### config.mk
export PLATFORM = sky130hd
export DESIGN_NAME = grf_wb_queue_flat
export DESIGN_NICKNAME = d
export VERILOG_FILES = /design/src/rtl/grf_wb_queue_if.sv /design/src/rtl/grf_wb_queue.sv /design/src/flat_wrapper.sv
export SDC_FILE = /design/constraint.sdc
export NUM_CORES = 1
export LEC_CHECK = 0
export ABC_AREA = 1
export BUFFER_PORTS_ARGS = -buffer_cell sky130_fd_sc_hd__buf_2
export CORE_MARGIN = 2
export CORE_UTILIZATION = 48
export DETAILED_ROUTE_END_ITERATION = 16
export PLACE_DENSITY = 0.72
export SLEW_MARGIN = 20
export SYNTH_ARGS = -nofsm -noshare
export SYNTH_HDL_FRONTEND = slang
export SYNTH_SLANG_ARGS = --single-unit
export TNS_END_PERCENT = 10
### constraint.sdc
create_clock -name clk -period 11.1 [get_ports clk]
set_input_delay 2.22 -clock clk [delete_from_list [all_inputs] [get_ports clk]]
set_output_delay 2.22 -clock clk [all_outputs]
set_load 0.02 [all_outputs]
### src/rtl/grf_wb_queue_if.sv
// grf_wb_queue_if: producer handshake, register-file write port and pending-write lookup of the write-back queue
interface grf_wb_queue_if #(
  parameter int CW = 3
);
  logic          in_valid;
  logic          in_ready;
  logic [4:0]    in_a3;
  logic [31:0]   in_wd;
  logic [31:0]   in_pc;
  logic          drain_en;
  logic          grf_we;
  logic [4:0]    grf_a3;
  logic [31:0]   grf_wd;
  logic [31:0]   grf_pc;
  logic [CW-1:0] count;
  logic [4:0]    q_a1;
  logic [4:0]    q_a2;
  logic          q_hit1;
  logic          q_hit2;
  logic [31:0]   q_fwd1;
  logic [31:0]   q_fwd2;
  modport master (
    output in_valid, in_a3, in_wd, in_pc, drain_en, q_a1, q_a2,
    input  in_ready, grf_we, grf_a3, grf_wd, grf_pc, count, q_hit1, q_hit2, q_fwd1, q_fwd2
  );
  modport slave (
    input  in_valid, in_a3, in_wd, in_pc, drain_en, q_a1, q_a2,
    output in_ready, grf_we, grf_a3, grf_wd, grf_pc, count, q_hit1, q_hit2, q_fwd1, q_fwd2
  );
endinterface

### src/rtl/grf_wb_queue.sv
// grf_wb_queue: in-order write-back FIFO feeding the GRF write port, with two-port pending-write lookup
//   clk, reset : clock, synchronous active-high reset
//   bus        : producer valid/ready (in_*), drain_en, registered grf_* write port, count, lookup q_a*/q_hit*/q_fwd*
//   Define GRF_WB_TRACE_EN to print a trace line on every pop.
module grf_wb_queue #(
  parameter int DEPTH = 4,
  parameter int CW = 3
) (
  input logic clk,
  input logic reset,
  grf_wb_queue_if.slave bus
);
  localparam int AW = $clog2(DEPTH);
  logic [4:0]    a3_m [DEPTH];
  logic [31:0]   wd_m [DEPTH];
  logic [31:0]   pc_m [DEPTH];
  logic [AW-1:0] wr_ptr, rd_ptr;
  logic [CW-1:0] cnt;
  logic          we_r;
  logic [4:0]    a3_r;
  logic [31:0]   wd_r, pc_r;
  logic          push, pop, accept;
  assign bus.in_ready = cnt != CW'(DEPTH);
  assign accept = bus.in_valid && bus.in_ready;
  assign push = accept && bus.in_a3 != 5'd0;
  assign pop = bus.drain_en && cnt != '0;
  assign bus.count = cnt;
  assign bus.grf_we = we_r;
  assign bus.grf_a3 = a3_r;
  assign bus.grf_wd = wd_r;
  assign bus.grf_pc = pc_r;
  always_ff @(posedge clk) begin
    if (reset) begin
      wr_ptr <= '0;
      rd_ptr <= '0;
      cnt <= '0;
      we_r <= 1'b0;
      a3_r <= '0;
      wd_r <= '0;
      pc_r <= '0;
    end else begin
      if (push) begin
        a3_m[wr_ptr] <= bus.in_a3;
        wd_m[wr_ptr] <= bus.in_wd;
        pc_m[wr_ptr] <= bus.in_pc;
        wr_ptr <= wr_ptr + 1'b1;
      end
      if (pop) begin
        a3_r <= a3_m[rd_ptr];
        wd_r <= wd_m[rd_ptr];
        pc_r <= pc_m[rd_ptr];
        rd_ptr <= rd_ptr + 1'b1;
`ifdef GRF_WB_TRACE_EN
        $display("@%h: $%d <= %h (wbq)", pc_m[rd_ptr], a3_m[rd_ptr], wd_m[rd_ptr]);
`endif
      end
      we_r <= pop;
      cnt <= cnt + CW'(push) - CW'(pop);
    end
  end
  // Scan from the grf stage through oldest-to-newest FIFO entries so the youngest match overwrites older ones.
  function automatic logic [32:0] find(input logic [4:0] a);
    logic [32:0] r;
    logic [AW-1:0] idx;
    r = (we_r && a3_r == a) ? {1'b1, wd_r} : 33'd0;
    for (int k = 0; k < DEPTH; k++) begin
      idx = rd_ptr + AW'(k);
      if (CW'(k) < cnt && a3_m[idx] == a) r = {1'b1, wd_m[idx]};
    end
    return (a == 5'd0) ? 33'd0 : r;
  endfunction
  assign {bus.q_hit1, bus.q_fwd1} = find(bus.q_a1);
  assign {bus.q_hit2, bus.q_fwd2} = find(bus.q_a2);
endmodule

### src/flat_wrapper.sv
// flat-port wrapper written by rule: the top's interface ports become plain ports
module grf_wb_queue_flat 
#(
  parameter int DEPTH = 4,
  parameter int CW = 3
)
  (clk, reset, bus_in_valid, bus_in_a3, bus_in_wd, bus_in_pc, bus_drain_en, bus_q_a1, bus_q_a2, bus_in_ready, bus_grf_we, bus_grf_a3, bus_grf_wd, bus_grf_pc, bus_count, bus_q_hit1, bus_q_hit2, bus_q_fwd1, bus_q_fwd2);
  grf_wb_queue_if #(.CW(CW)) bus_i ();
  input logic clk;
  input logic reset;
  input wire logic [$bits(bus_i.in_valid)-1:0] bus_in_valid;
  input wire logic [$bits(bus_i.in_a3)-1:0] bus_in_a3;
  input wire logic [$bits(bus_i.in_wd)-1:0] bus_in_wd;
  input wire logic [$bits(bus_i.in_pc)-1:0] bus_in_pc;
  input wire logic [$bits(bus_i.drain_en)-1:0] bus_drain_en;
  input wire logic [$bits(bus_i.q_a1)-1:0] bus_q_a1;
  input wire logic [$bits(bus_i.q_a2)-1:0] bus_q_a2;
  output wire logic [$bits(bus_i.in_ready)-1:0] bus_in_ready;
  output wire logic [$bits(bus_i.grf_we)-1:0] bus_grf_we;
  output wire logic [$bits(bus_i.grf_a3)-1:0] bus_grf_a3;
  output wire logic [$bits(bus_i.grf_wd)-1:0] bus_grf_wd;
  output wire logic [$bits(bus_i.grf_pc)-1:0] bus_grf_pc;
  output wire logic [$bits(bus_i.count)-1:0] bus_count;
  output wire logic [$bits(bus_i.q_hit1)-1:0] bus_q_hit1;
  output wire logic [$bits(bus_i.q_hit2)-1:0] bus_q_hit2;
  output wire logic [$bits(bus_i.q_fwd1)-1:0] bus_q_fwd1;
  output wire logic [$bits(bus_i.q_fwd2)-1:0] bus_q_fwd2;
  assign bus_i.in_valid = bus_in_valid;
  assign bus_i.in_a3 = bus_in_a3;
  assign bus_i.in_wd = bus_in_wd;
  assign bus_i.in_pc = bus_in_pc;
  assign bus_i.drain_en = bus_drain_en;
  assign bus_i.q_a1 = bus_q_a1;
  assign bus_i.q_a2 = bus_q_a2;
  assign bus_in_ready = bus_i.in_ready;
  assign bus_grf_we = bus_i.grf_we;
  assign bus_grf_a3 = bus_i.grf_a3;
  assign bus_grf_wd = bus_i.grf_wd;
  assign bus_grf_pc = bus_i.grf_pc;
  assign bus_count = bus_i.count;
  assign bus_q_hit1 = bus_i.q_hit1;
  assign bus_q_hit2 = bus_i.q_hit2;
  assign bus_q_fwd1 = bus_i.q_fwd1;
  assign bus_q_fwd2 = bus_i.q_fwd2;
  grf_wb_queue #(.DEPTH(DEPTH), .CW(CW)) u_core (.clk(clk), .reset(reset), .bus(bus_i));
endmodule
## Yosys cells after proc, flatten, opt, wreduce, memory -nomap -nowiden

Memory sizes are Yosys's and may differ from the RTL's. A register that Yosys moved wholly into a read port is not among the register bits.
Index checks and enable logic that the tools add are counted.
W data, S select, Z words.

- Flip-flop bits (word level): 45
- Memories kept: 3
- Logic and storage cells: 66
- Input port bits: 83
- Memory bits (writable): 276

- Reduce and logical (&&, ||, !) cells: 17
- Add/sub/neg operators: 6
- Order comparisons: 4
- Mux-type cells: 19
- Equality and inequality tests: 11

Memories:

| memory | words | width | read ports | clocked after memory_dff | wr ports | RTL line | RTL |
|---|---|---|---|---|---|---|---|
| u_core.pc_m | 4 | 32 | 1 | 1 | 1 | grf_wb_queue.sv:16 | `logic [31:0] pc_m [DEPTH];` |
| u_core.wd_m | 4 | 32 | 4 | 1 | 1 | grf_wb_queue.sv:15 | `logic [31:0] wd_m [DEPTH];` |
| u_core.a3_m | 4 | 5 | 4 | 1 | 1 | grf_wb_queue.sv:14 | `logic [4:0] a3_m [DEPTH];` |

Operator list:

| cell | count |
|---|---|
| $mux W33 | 12 |
| $eq A5 B5 Y1 | 10 |
| $logic_and A1 B1 Y1 | 13 |
| $logic_not A5 Y1 | 2 |
| $mux W2 | 4 |
| $lt A1 B3 Y1 const A | 2 |
| $lt A2 B3 Y1 const A | 2 |
| $reduce_bool A5 Y1 | 1 |
| $add A2 B1 Y2 const B | 2 |
| $add A2 B2 Y2 const B | 2 |
| $add A3 B1 Y3 | 1 |
| $mux W1 | 3 |
| $ne A3 B3 Y1 const B | 1 |
| $reduce_bool A3 Y1 | 1 |
| $sub A3 B1 Y3 | 1 |

## Logic depth before layout (Yosys ltp)

- Depth in word-level cells: 8
- Depth in mapped cells: 17
- Depth with buffers taken out: 14

## Worst setup path after synthesis

No wires, ideal clock.

- Path kind: input port to flip-flop
- Start: in reset
- End: mem u_core.a3_m[0][0] (enable)
- Arrival: 5.775 ns
- Path slack: 4.829 ns
- Stages on the path: 5
- Cells stage by stage: clkbuf_1 inv_1 buf_1 nand2_1 nor2_1

- Cells in the longest elaborated chain, start to end: 2

RTL lines:

| element | RTL line | RTL |
|---|---|---|
| start: declaration | flat_wrapper.sv:10 | `input logic reset;` |
| $mux W1 | grf_wb_queue.sv:33 | `if (reset) begin` |
| $mux W1 (not written as such) | grf_wb_queue.sv:43 | `a3_m[wr_ptr] <= bus.in_a3;` |
| end: declaration | grf_wb_queue.sv:14 |  |

Every way passes these cells.

## Worst setup path after layout

- Start: reg u_core.rd_ptr[0]
- End: out bus_q_fwd2[10]

- Cells in the longest elaborated chain, start to end: 8

RTL lines:

| element | RTL line | RTL |
|---|---|---|
| start: declaration | grf_wb_queue.sv:17 | `logic [AW-1:0] wr_ptr, rd_ptr;` |
| start signal: assignment | grf_wb_queue.sv:52 | `rd_ptr <= rd_ptr + 1'b1;` |
| $add A2 B1 Y2 | grf_wb_queue.sv:67 | `idx = rd_ptr + AW'(k);` |
| $mem_v2 Z4 W5 | - |  |
| $eq A5 B5 Y1 | grf_wb_queue.sv:68 | `if (CW'(k) < cnt && a3_m[idx] == a) r = {1'b1, wd_m[idx]};` |
| $logic_and A1 B1 Y1 | grf_wb_queue.sv:68 |  |
| $mux W33 (2 in a row) | grf_wb_queue.sv:68 |  |
| $mux W33 * | grf_wb_queue.sv:68 |  |
| $mux W33 * | grf_wb_queue.sv:70 | `return (a == 5'd0) ? 33'd0 : r;` |
| end: declaration | flat_wrapper.sv:27 | `output wire logic [$bits(bus_i.q_fwd2)-1:0] bus_q_fwd2;` |

Every way passes the cells marked *; elsewhere a longest branch is shown, timed or not.

==> key figures <==
Run status
  • Status: complete, no violations

Logic synthesis
  • Seq/Total Area, Yosys: 49.1%
  • Number of synthesized flops with an enable pin: 276
  • Yosys reg bits: 355
  • Synthesized Nets: 2,597
  • Syn Std Cell Area: 0.0201 mm^2
  • Synth cell types: 47
  • Ys async rst share: 0%
  • Post-Syn Area per Cell: 8.02 um^2
  • Synth warn: 0
  • Mapped Cells: 2,505
  • Primary FF master, synth: edfxtp_1

Layout
  • Most frequent cells in the layout: nand2_1 (566), nor2_1 (377), edfxtp_1 (276)
  • Util after Layout: 54.7%
  • Final-stage net count: 2,707
  • Fraction of layout cells with a size suffix above 1: 14.3%
  • Finished Cell Area: 0.0225 mm^2
  • Area Overhead vs Synth: 12.0%
  • Fill count: 3,754
  • Most common cell after layout, fill and taps aside: nand2_1

Global route
  • Pin count of the biggest net entering global routing: 113
  • GRT Overall Usage: 31.1%
  • Global-route wire length before repair: 104 mm
  • Vias in the first global route: 17,200
  • Initial antenna violation count: 11
  • Overflow after GRT: 0

Floorplanning
  • IO Pins: 223
  • Die area: 0.0435 mm^2
  • Initial Utilization: 48.9%
  • Die W: 209 um
  • Die H: 209 um
  • Core area: 0.0411 mm^2
  • Rows: 74

Clock network
  • H-tree levels: 2
  • Cts hold-fix bufs: 0
  • Root Driver: clkbuf_16
  • Number of clock sinks: 355
  • Clk_lat worst skew: 0.56 ns
  • Post_cts resized: 0
  • Post-CTS Setup Bufs: 0
  • Clock tree from TritonCTS: yes
  • CTS buffer count: 39
  • Clock Path Buffers: 3
  • Clock transition at path regs: 0.06 ns

STA
  • Slew Viols, Final: 0
  • Setup-failing EPs final: 0
  • Fin crit period: 7.77 ns
  • Fmax: 0.129 GHz
  • Hold Slack: 0.505 ns
  • Clock skew: 0.0221 ns
  • Final Cycle Share: 70.0%
  • Setup TNS: 0 ns
  • Worst slew pin tran: 1.17 ns
  • Relative slew slack: 21.8%
  • Hold Fails Final Rpt: 0
  • RSZ-0062 raised after global routing: false

Power
  • Peak VDD IR: 0.154 mV
  • Leakage: 9.17 nW
  • Total power per unit cell area: 240 mW/mm^2
  • Final Power: 5.39 mW

Run
  • Total of max-cap violations: 0

Setup path
  • Crit-path most repeated cell: nand2_1
  • Startpoint Class: register
  • Critical Path RT: 8.88 ns
  • Slowest-stage cell, CP: nand3_2
  • CP arrival: 5.55 ns
  • Crit path capture type: output pin
  • Buf+Inv Stages, Crit Path: 3
  • Crit path max-delay family: simple AND/OR/NAND/NOR gates
  • Setup CP Type: register to output pin
  • Cell chain of the critical path: inv_4 -> nand2_4 -> inv_2 -> a21oi_1 -> nand2_1 -> nand2_1 -> nand2_1 -> nor2_2 -> nand3_2 -> nor2_1 -> nor2_1 -> a21oi_1 -> buf_2
  • Critical Path Max Stage Delay: 0.89 ns
  • Worst-path fanout max: 58

Detailed routing
  • Drt first pass iters: 9
  • Drt wl/cell: 21.9 um
  • Initial drt markers: 2,875
  • Routed WL: 69.6 mm
  • ANT nets after route: 0
  • DRC: 0
  • Vias: 19,200
  • Vias per inst: 6.03

Placed design
  • Final HPWL DP: 46.4 mm
  • Area after DPL: 0.0212 mm^2
  • I/O Buffers: 222
  • Placer Congestion: 0.994

Worst hold path
  • Min-delay worst type: register to register
cell usage after synthesis, types with 2 or more instances:
library cell  count  area (um^2)
nand3_1         138          691
nand2_4           2         22.5
nor2_2            5         31.3
o221ai_1         25          219
ha_1              8          100
inv_2             6         22.5
a21oi_2          17          149
nand2_1         566         2120
or2_2             2         12.5
a31oi_1          32          200
nor2_1          384         1440
nand3b_1          2         15.0
a21oi_1         140          701
dfxtp_1          79         1580
edfxtp_1        276         8290
o21ai_0         236         1180
mux2i_1           2         20.0
nor3_1            4         20.0
clkbuf_1        101          379
nand3_2           3         30.0
a22oi_1          64          480
buf_4            14          105
xor2_1            5         43.8
nor2_4           10          113
a211oi_1         32          240
o22ai_1          12         75.1
o21ai_1          19         95.1
inv_4             2         12.5
inv_1           140          526
nand4_1          94          588
nand2_2           6         37.5
buf_6            17          191
buf_1            19         71.3
buf_2            30          150
through the flow:
stage,setup WS [ns],std cells
floorplan,4.83,2505
global placement,3.95,3106
detailed placement,3.91,3106
CTS,3.49,3177
global route,3.06,3177
finish,3.33,3182
final timing paths:
path,startpoint,endpoint,slack [ns],cells after the start
setup / recovery,u_core.rd_ptr[0],bus_q_fwd2[10],3.33,13
hold reg to reg,u_core.wr_ptr[0],u_core.wr_ptr[0],0.50,1
hold / removal,u_core.wr_ptr[0],u_core.wr_ptr[0],0.50,1
setup reg to reg,u_core.bus.count[2],u_core.wd_m[3][18],7.50,8
final cells by class:
cell class	count	area [um^2]	share of cell area, %
sequential	355	9870	43.9
multi-input combinational	1819	8810	39.2
timing repair buffer	251	1330	5.91
clock buffer	54	1080	4.82
tap	532	666	2.96
inverter	149	564	2.51
clock inverter	17	161	0.717
antenna	5	12.5	0.0556
power breakdown:
group / switching, mW / internal [mW]
clock: 0.529 / 0.734
combinational: 1.82 / 0.594
sequential: 0.126 / 1.59
total: 2.48 / 2.91
logic make-up (layout without fill, tap and decap cells):
logic type	count (synthesis)	after routing	synth area share, %
adders and majority gates	9	9	0.598
muxes	2	2	0.0996
other	0	5	0
AOI/OAI and AO/OA	582	582	16.8
and+or+nand+nor	1221	1221	25.8
DFF	355	355	49.1
xor gates and xnor gates	5	5	0.218
buffers and inverters	331	471	7.31
state kept, by name (all words and copies together) (netlist names), named ones only:
register and cells:
u_core.pc_m 128, u_core.wd_m 128, u_core.bus.grf_pc 32, u_core.bus.grf_wd 32, u_core.a3_m 20, u_core.bus.grf_a3 5, u_core.bus.count 3, u_core.rd_ptr 2
u_core.wr_ptr 2, u_core.bus.grf_we 1
metal layers:
layer	routed length, um	GRT usage, %	up-vias
li1	-	-	8876
met1	29600	45.2	8915
met2	28600	44.1	1229
met3	9910	11.2	138
met4	1360	7.61	14
met5	80	0	-
Note: power is estimated with default switching activity, not from simulation.
